File: src/rtl/alu_fifo_sequencer_if.sv
`default_nettype none
// ---------------------------------------------------------------------------
// Module  : alu_fifo_sequencer_if
// Purpose : Handshake/bus bundle between the button/mode front end, the FIFO
//           and ALU datapath, and the ALU FIFO sequencer.
// Rev     : 1.0  initial release
// ---------------------------------------------------------------------------
interface alu_fifo_sequencer_if #(
  parameter int DATA_W = 4,
  parameter int OP_W   = 3,
  parameter int CNT_W  = 4
);
  logic              i_start;
  logic [OP_W-1:0]   i_opcode;
  logic              i_usr_wen;
  logic              i_usr_ren;
  logic              i_fifo_full;
  logic              i_fifo_empty;
  logic [CNT_W-1:0]  i_fifo_count;
  logic [DATA_W-1:0] i_fifo_rdata;
  logic [DATA_W-1:0] i_alu_result;

  logic              o_wen;
  logic              o_ren;
  logic [DATA_W-1:0] o_fifo_wdata;
  logic [DATA_W-1:0] o_alu_a;
  logic [DATA_W-1:0] o_alu_b;
  logic [OP_W-1:0]   o_alu_op;
  logic              o_busy;
  logic              o_usr_blocked;
  logic              o_done;
  logic              o_error;

  // Environment side: front end, FIFO and ALU
  modport master (
    output i_start, i_opcode, i_usr_wen, i_usr_ren, i_fifo_full, i_fifo_empty,
           i_fifo_count, i_fifo_rdata, i_alu_result,
    input  o_wen, o_ren, o_fifo_wdata, o_alu_a, o_alu_b, o_alu_op, o_busy,
           o_usr_blocked, o_done, o_error
  );

  // Sequencer side
  modport slave (
    input  i_start, i_opcode, i_usr_wen, i_usr_ren, i_fifo_full, i_fifo_empty,
           i_fifo_count, i_fifo_rdata, i_alu_result,
    output o_wen, o_ren, o_fifo_wdata, o_alu_a, o_alu_b, o_alu_op, o_busy,
           o_usr_blocked, o_done, o_error
  );
endinterface
`default_nettype wire

File: src/rtl/alu_fifo_sequencer.sv
`default_nettype none
// ---------------------------------------------------------------------------
// Module  : alu_fifo_sequencer
// Purpose : Pops two operands from the operand FIFO, runs one ALU op and pushes
//           the truncated result back, arbitrating FIFO access with the user.
// Rev     : 1.0  initial release
// ---------------------------------------------------------------------------
module alu_fifo_sequencer #(
  parameter int DATA_W = 4,
  parameter int OP_W   = 3,
  parameter int CNT_W  = 4
) (
  input  wire logic            clk,
  input  wire logic            reset,
  alu_fifo_sequencer_if.slave  bus
);

  localparam logic [3:0] S_IDLE   = 4'd0;
  localparam logic [3:0] S_POP_A  = 4'd1;
  localparam logic [3:0] S_WAIT_A = 4'd2;
  localparam logic [3:0] S_POP_B  = 4'd3;
  localparam logic [3:0] S_WAIT_B = 4'd4;
  localparam logic [3:0] S_EXEC   = 4'd5;
  localparam logic [3:0] S_PUSH   = 4'd6;
  localparam logic [3:0] S_DONE   = 4'd7;
  localparam logic [3:0] S_ERR    = 4'd8;

  logic [3:0]        r_state;
  logic [3:0]        w_next_state;
  logic [DATA_W-1:0] r_op_a;
  logic [DATA_W-1:0] r_op_b;
  logic [OP_W-1:0]   r_op;
  logic [DATA_W-1:0] r_result;

  logic w_enough;
  logic w_usr_req;
  logic w_busy;
  logic w_wen;
  logic w_ren;
  logic w_blocked;
  logic w_done;
  logic w_error;

  assign w_enough  = (bus.i_fifo_count >= CNT_W'(2));
  assign w_usr_req = bus.i_usr_wen | bus.i_usr_ren;
  assign w_busy    = (r_state != S_IDLE);

  always_ff @(posedge clk or negedge reset) begin
    if (!reset) begin
      r_state <= S_IDLE;
    end else begin
      r_state <= w_next_state;
    end
  end

  always_ff @(posedge clk or negedge reset) begin
    if (!reset) begin
      r_op_a   <= '0;
      r_op_b   <= '0;
      r_op     <= '0;
      r_result <= '0;
    end else begin
      if ((r_state == S_IDLE) && bus.i_start && w_enough) begin
        r_op <= bus.i_opcode;
      end
      // Read data lands one cycle after Ren, i.e. while in the WAIT states
      if (r_state == S_WAIT_A) begin
        r_op_a <= bus.i_fifo_rdata;
      end
      if (r_state == S_WAIT_B) begin
        r_op_b <= bus.i_fifo_rdata;
      end
      if (r_state == S_EXEC) begin
        r_result <= bus.i_alu_result;
      end
    end
  end

  always_comb begin
    w_next_state = r_state;
    case (r_state)
      S_IDLE: begin
        if (bus.i_start) begin
          w_next_state = w_enough ? S_POP_A : S_ERR;
        end
      end
      S_POP_A:  w_next_state = S_WAIT_A;
      S_WAIT_A: w_next_state = S_POP_B;
      S_POP_B:  w_next_state = S_WAIT_B;
      S_WAIT_B: w_next_state = S_EXEC;
      S_EXEC:   w_next_state = S_PUSH;
      S_PUSH:   w_next_state = S_DONE;
      S_DONE:   w_next_state = S_IDLE;
      S_ERR:    w_next_state = S_IDLE;
      default:  w_next_state = S_IDLE;
    endcase
  end

  always_comb begin
    w_wen     = 1'b0;
    w_ren     = 1'b0;
    w_blocked = 1'b0;
    w_done    = 1'b0;
    w_error   = 1'b0;
    case (r_state)
      S_IDLE: begin
        // Pass-through depends on live inputs, so hold it off while reset is low
        if (reset) begin
          if (bus.i_start) begin
            w_blocked = w_usr_req;
          end else begin
            w_wen = bus.i_usr_wen & ~bus.i_fifo_full;
            w_ren = bus.i_usr_ren & ~bus.i_fifo_empty;
          end
        end
      end
      S_POP_A, S_POP_B: begin
        w_ren     = 1'b1;
        w_blocked = w_usr_req;
      end
      S_PUSH: begin
        w_wen     = 1'b1;
        w_blocked = w_usr_req;
      end
      S_DONE: begin
        w_done    = 1'b1;
        w_blocked = w_usr_req;
      end
      S_ERR: begin
        w_error   = 1'b1;
        w_blocked = w_usr_req;
      end
      default: begin
        w_blocked = w_usr_req;
      end
    endcase
  end

  assign bus.o_wen         = w_wen;
  assign bus.o_ren         = w_ren;
  assign bus.o_fifo_wdata  = w_busy ? r_result : '0;
  assign bus.o_alu_a       = r_op_a;
  assign bus.o_alu_b       = r_op_b;
  assign bus.o_alu_op      = r_op;
  assign bus.o_busy        = w_busy;
  assign bus.o_usr_blocked = w_blocked;
  assign bus.o_done        = w_done;
  assign bus.o_error       = w_error;

endmodule
`default_nettype wire
File: src/flat_wrapper.sv
// flat-port wrapper written by rule: the top's interface ports become plain ports
module alu_fifo_sequencer_flat 
#(
  parameter int DATA_W = 4,
  parameter int OP_W   = 3,
  parameter int CNT_W  = 4
)
  (clk, reset, bus_i_start, bus_i_opcode, bus_i_usr_wen, bus_i_usr_ren, bus_i_fifo_full, bus_i_fifo_empty, bus_i_fifo_count, bus_i_fifo_rdata, bus_i_alu_result, bus_o_wen, bus_o_ren, bus_o_fifo_wdata, bus_o_alu_a, bus_o_alu_b, bus_o_alu_op, bus_o_busy, bus_o_usr_blocked, bus_o_done, bus_o_error);
  alu_fifo_sequencer_if #(.DATA_W(DATA_W), .OP_W(OP_W), .CNT_W(CNT_W)) bus_i ();
  input  wire logic clk;
  input  wire logic reset;
  input wire logic [$bits(bus_i.i_start)-1:0] bus_i_start;
  input wire logic [$bits(bus_i.i_opcode)-1:0] bus_i_opcode;
  input wire logic [$bits(bus_i.i_usr_wen)-1:0] bus_i_usr_wen;
  input wire logic [$bits(bus_i.i_usr_ren)-1:0] bus_i_usr_ren;
  input wire logic [$bits(bus_i.i_fifo_full)-1:0] bus_i_fifo_full;
  input wire logic [$bits(bus_i.i_fifo_empty)-1:0] bus_i_fifo_empty;
  input wire logic [$bits(bus_i.i_fifo_count)-1:0] bus_i_fifo_count;
  input wire logic [$bits(bus_i.i_fifo_rdata)-1:0] bus_i_fifo_rdata;
  input wire logic [$bits(bus_i.i_alu_result)-1:0] bus_i_alu_result;
  output wire logic [$bits(bus_i.o_wen)-1:0] bus_o_wen;
  output wire logic [$bits(bus_i.o_ren)-1:0] bus_o_ren;
  output wire logic [$bits(bus_i.o_fifo_wdata)-1:0] bus_o_fifo_wdata;
  output wire logic [$bits(bus_i.o_alu_a)-1:0] bus_o_alu_a;
  output wire logic [$bits(bus_i.o_alu_b)-1:0] bus_o_alu_b;
  output wire logic [$bits(bus_i.o_alu_op)-1:0] bus_o_alu_op;
  output wire logic [$bits(bus_i.o_busy)-1:0] bus_o_busy;
  output wire logic [$bits(bus_i.o_usr_blocked)-1:0] bus_o_usr_blocked;
  output wire logic [$bits(bus_i.o_done)-1:0] bus_o_done;
  output wire logic [$bits(bus_i.o_error)-1:0] bus_o_error;
  assign bus_i.i_start = bus_i_start;
  assign bus_i.i_opcode = bus_i_opcode;
  assign bus_i.i_usr_wen = bus_i_usr_wen;
  assign bus_i.i_usr_ren = bus_i_usr_ren;
  assign bus_i.i_fifo_full = bus_i_fifo_full;
  assign bus_i.i_fifo_empty = bus_i_fifo_empty;
  assign bus_i.i_fifo_count = bus_i_fifo_count;
  assign bus_i.i_fifo_rdata = bus_i_fifo_rdata;
  assign bus_i.i_alu_result = bus_i_alu_result;
  assign bus_o_wen = bus_i.o_wen;
  assign bus_o_ren = bus_i.o_ren;
  assign bus_o_fifo_wdata = bus_i.o_fifo_wdata;
  assign bus_o_alu_a = bus_i.o_alu_a;
  assign bus_o_alu_b = bus_i.o_alu_b;
  assign bus_o_alu_op = bus_i.o_alu_op;
  assign bus_o_busy = bus_i.o_busy;
  assign bus_o_usr_blocked = bus_i.o_usr_blocked;
  assign bus_o_done = bus_i.o_done;
  assign bus_o_error = bus_i.o_error;
  alu_fifo_sequencer #(.DATA_W(DATA_W), .OP_W(OP_W), .CNT_W(CNT_W)) u_core (.clk(clk), .reset(reset), .bus(bus_i));
endmodule
File: config.mk
export PLATFORM = sky130hd
export DESIGN_NAME = alu_fifo_sequencer_flat
export DESIGN_NICKNAME = d
export VERILOG_FILES = /design/src/rtl/alu_fifo_sequencer_if.sv /design/src/rtl/alu_fifo_sequencer.sv /design/src/flat_wrapper.sv
export SDC_FILE = /design/constraint.sdc
export NUM_CORES = 1
export LEC_CHECK = 0
export BUFFER_PORTS_ARGS = -buffer_cell sky130_fd_sc_hd__buf_2
export CORE_MARGIN = 10
export CORE_UTILIZATION = 35
export DETAILED_ROUTE_END_ITERATION = 12
export GPL_ROUTABILITY_DRIVEN = 1
export HOLD_SLACK_MARGIN = 0.12
export MAX_ROUTING_LAYER = met4
export PLACE_DENSITY_LB_ADDON = 0.15
export SLEW_MARGIN = 20
export SYNTH_ARGS = -nofsm -noshare
export SYNTH_HDL_FRONTEND = slang
export SYNTH_SLANG_ARGS = --single-unit
File: constraint.sdc
create_clock -name clk -period 1.7 [get_ports clk]
set_clock_uncertainty 0.1 [all_clocks]
set_input_delay 0.255 -clock clk [delete_from_list [all_inputs] [get_ports clk]]
set_output_delay 0.255 -clock clk [all_outputs]
set_load 0.02 [all_outputs]
# == Word-level counts from Yosys, hierarchy flattened ==
# Index checks and enable logic that the tools add are counted.
# classes
addsub,0
mul,0
n_div,0
n_lt_le_gt_ge,1
n_eq_ne,9
shifts,0
n_mux,15
bitwise,5
n_reduce_logical,5
# ops
cell,n
case mux 4 bit (7 select lines),1
"== test 4 x 3 -> 1 bit, second input constant",4
2-to-1 mux 4 bit,3
2-to-1 mux 1 bit,9
"== test 4 x 2 -> 1 bit, second input constant",2
"== test 4 x 1 -> 1 bit, second input constant",1
"== test 4 bit, second input constant",1
">= comparator 4 x 2 -> 1 bit, second input constant",1
zero test 4 bit,1
case mux 1 bit (2 select lines),2
nonzero test 4 bit,1
AND 1 bit,2
logical AND 1 bit,2
"!= test 2 bit, second input constant",1
NOT 1 bit,2
OR reduction 2 bit,1
bitwise OR 1 bit,1
# totals
register_bits,19
latch_bits,0
ramBits,0
rom_bits,0
input_bits,22
output_inout_bits,21
elab_cells,40
mem_count,0

# == Longest topological paths before layout ==
# depth
depth_word,5
mapped_depth,5
depth_no_buf,4

# == Worst setup path after synthesis ==
# No wires, ideal clock.
# synth_timing
kind,register to output
start,reg u_core.r_state[3]
end,out bus_o_wen
arrival_ns,1.526
t_required_ns,1.345
setup_slack_ns,-0.181
path_stages_with_launch,5
path_buffers,1
path_cell_list,dfrtp_1 -> buf_6 -> nor4_4 -> nand3b_1 -> o32ai_1
# synth_via
elab_chain_len,2
word_cells_on_any_way,3
cone_classes,eq/ne (1); mux (1); reduce/logical (1)
# synth_rtl
element,line,source
from (decl),alu_fifo_sequencer.sv:28,logic [3:0] r_state;
from (signal assigned),alu_fifo_sequencer.sv:52,r_state <= w_next_state;
== test 4 x 3 -> 1 bit or zero test 4 bit (tied branches),alu_fifo_sequencer.sv:105,case (r_state)
case mux 1 bit (2 select lines) *,alu_fifo_sequencer.sv:105,
to (decl),flat_wrapper.sv:21,output wire logic [$bits(bus_i.o_wen)-1:0] bus_o_wen;
# Every way passes the cells marked *; elsewhere a longest branch is shown, timed or not.

# == Worst setup path in the final report ==
# layout_timing
start,reg u_core.r_state[2]
end,out bus_o_wen
# The elaborated chain is that of the path after synthesis.

==> flow_summary.toml <==
[outcome]
status = "finished with violations"
violations = "negative setup slack"

[synthesis]
synthAdderAreaFrac_pct = 0
syn_avg_cell_area_um2 = 12.22
synth_cell_types = 26
syn_nets = 96
ys_warn_count = 0
synth_top_family_by_area = "simple AND/OR/NAND/NOR gates"
syn_area_um2 = 904.6
synth.area.mux_share_pct = 18.67
synth_xor_area_share_pct = 0.9682
syn_inst = 74
seq_area_frac_synth_pct = 52.56
synth-seq-cells = 19
synth_compound_area_share_pct = 4.288
synth-simple-area-share_pct = 19.50

[global_routing]
use_met2_pct = 20.67
track_usage_pct = 10.73
grt_pass1_vias = 955
grt_first_pass_wirelength_um = 4305
grtUsageMet3_pct = 2.510
grt_util_met1_pct = 9.951
grt_antenna_before_repair = 0
grt_busiest_layer = "met2"
grt-ovfl-total = 0
grt_max_degree = 19

[flow_run]
cap_violations = 0

[setup_path]
crit_path_end_kind = "primary output"
max_stage_delay_ps = 420
crit_chain = "nor4_4, nand3b_1, o32ai_2, buf_4"
crit_arrival_ps = 1560
crit_type = "reg -> out"
required_ps = 1340
cp_slowest_cell = "dfrtp_1"
cp-start-kind = "flip-flop"
path_max_fanout = 2

[floorplanning]
core_um2 = 2477
die-height_um = 70.84
io_pins = 43
rows = 18
floorplan.initialDensity_pct = 36.52
die-width_um = 70.84
dieArea_um2 = 5018

[power]
p_leak_nw = 0.7052
ir_drop_v = 0.001034
powerDensity_nw_per_um2 = 1896

[finish]
drive_gt1_share_pct = 63.57
n_antenna_cell = 0
final_cell_area_um2 = 1511
area.sequential_um2 = 476.7
num-fill-cells = 219
final_nets = 163
multi_input_area_um2 = 460.4
areaGrowthSynthToFinish_pct = 67.08

[detailed_routing]
wl_um = 2671
dr.first_iter.drc_count = 13
vias_per_cell = 4.759
num_vias = 809
ant_nets = 0
drc_errors = 0
wl_per_cell_um = 15.71
drt_first_pass_iters = 4

[placed_design]
dp_slack_ps = 12.07
place_congestion = 0.7162
placed_area_um2 = 1199
dp_hpwl_um = 1921
io_buffers = 41

[sta]
finalSetupViolCount = 13
worst_slack_ps = -211.5
period_needed_ps = 1912
whs_ps = 134.5
fmax_mhz = 523.1
rsz0062_at_grt = "true"
slew_viol_final = 0
final_hold_viol_count = 0
worst_pin_slew_ps = 275.0
relSlewSlack_pct = 81.61
min_period_over_period_pct = 112.4

[clock_tree]
clkLatencyLatePin_ps = 290
cts_root_buf = "clkbuf_4"
clk_pin_slew_worst_paths_ps = 110
cts_made_buffers = 3
clk_path_buf_depth = 2
clock_sinks = 19
htree_levels = 1
cts_tree = "yes"

[worst_hold_path]
hp-class = "in -> reg"
==> critical path: cells and delay by family, from the launching register on <==
family / cells / cell delay (ps)
flops: 1 / 420
compound gates: 1 / 220
buf+inv: 1 / 180
simple gates: 2 / 440
==> Yosys cell counts <==
cell type / number / area [um^2]
buf_6: 1 / 11.26
and3_1: 2 / 12.51
nor2b_1: 1 / 6.260
xor2_1: 1 / 8.760
nor3_1: 1 / 5.000
buf_4: 1 / 7.510
and2_1: 4 / 25.02
buf_2: 2 / 10.01
dfrtp_1: 19 / 475.5
nor3_2: 2 / 20.02
a21oi_1: 2 / 10.01
a211oi_1: 1 / 7.510
nor4_4: 1 / 21.27
o21ai_1: 1 / 5.000
o32ai_1: 1 / 8.760
nand2b_1: 4 / 25.02
nor2_1: 5 / 18.77
inv_1: 1 / 3.750
mux2_1: 3 / 33.78
o31ai_1: 1 / 7.510
nor4b_1: 1 / 8.760
nand3b_1: 1 / 7.510
nor2_4: 1 / 11.26
mux2_2: 12 / 135.1
nand2_1: 4 / 15.01
inv_2: 1 / 3.750
==> metrics by stage <==
step	TNS [ps]	util (%)	instances	power, mW
final	-1456	61.01	170	2.865
after global routing	-2572	61.01	170	3.057
after CTS	-1273	58.54	168	2.776
after detailed placement	0	48.38	149	2.221
after global placement	0	48.38	149	2.162
after floorplan	-0.8809	-	74	1.705
==> power breakdown <==
group / leakage [nW] / total [mW] / switching, mW / internal, mW
registers: 0.224 / 0.824 / 0.145 / 0.679
logic: 0.466 / 1.82 / 0.878 / 0.940
clock network: 0.0150 / 0.224 / 0.133 / 0.0912
==> area by class of cell <==
cell class / instances / area share (%)
repair buffers: 66 / 32.95
flip-flops and latches: 19 / 31.54
multi-input cells: 49 / 30.46
well taps: 30 / 2.483
clock buffers: 4 / 1.738
inverters: 2 / 0.8278
==> layout by cell type, fill, tap and decap left out, types with 3 or more instances in the layout <==
master,Yosys,layout
nor2_1,5,4
nand2b_1,4,4
buf_6,1,10
nand2_1,4,4
clkbuf_4,0,3
mux2_2,12,12
buf_2,2,31
mux2_4,0,3
dlygate4sd3_1,0,12
dfrtp_1,19,18
buf_4,1,12
and2_4,0,4
==> routing by layer <==
metal  wire (um)  part of all wire [%]
met5           0                     0
met4           5                  0.19
met3         111                   4.2
met2        1606                    60
met1         947                    35
==> flip-flops by register name (all words and copies together), names as in the netlist <==
register and flops:
u_core.bus.o_alu_a 4, u_core.bus.o_alu_b 4, u_core.r_result 4, u_core.r_state 4, u_core.bus.o_alu_op 3
==> path summary, 6_finish.rpt <==
| path | slack [ps] | startpoint | end | depth (start not counted) |
|---|---|---|---|---|
| setup reg to reg | -40 | u_core.r_state[2] | u_core.bus.o_alu_op[0] | 6 |
| hold reg to reg | 410 | u_core.bus.o_alu_b[1] | u_core.bus.o_alu_b[1] | 1 |
| hold / removal | 130 | bus_i_start | u_core.r_state[3] | 2 |
| max in group asynchronous | 840 | reset | u_core.r_state[0] | 3 |
| setup / recovery | -210 | u_core.r_state[2] | bus_o_wen | 4 |
| min in group asynchronous | 210 | reset | u_core.r_state[3] | 2 |
==> cell families after synthesis <==
group                  after synthesis
AO/OA/AOI/OAI                        6
XOR/XNOR                             1
buffers and inverters                6
flip-flops                          19
multiplexers                        15
AND/OR/NAND/NOR                     27
==> repair_timing <==
item | 4_1_cts | 5_1_grt
endpoints found under the hold margin | 34 | 0
pin swaps | 7 | 3
gates cloned | 0 | 0
hold buffers | 12 | 0
setup buffers | 3 | 2
endpoints found under the setup margin | 10 | 21
resized for setup | 27 | 11
Power figures use the tool's default switching activity.
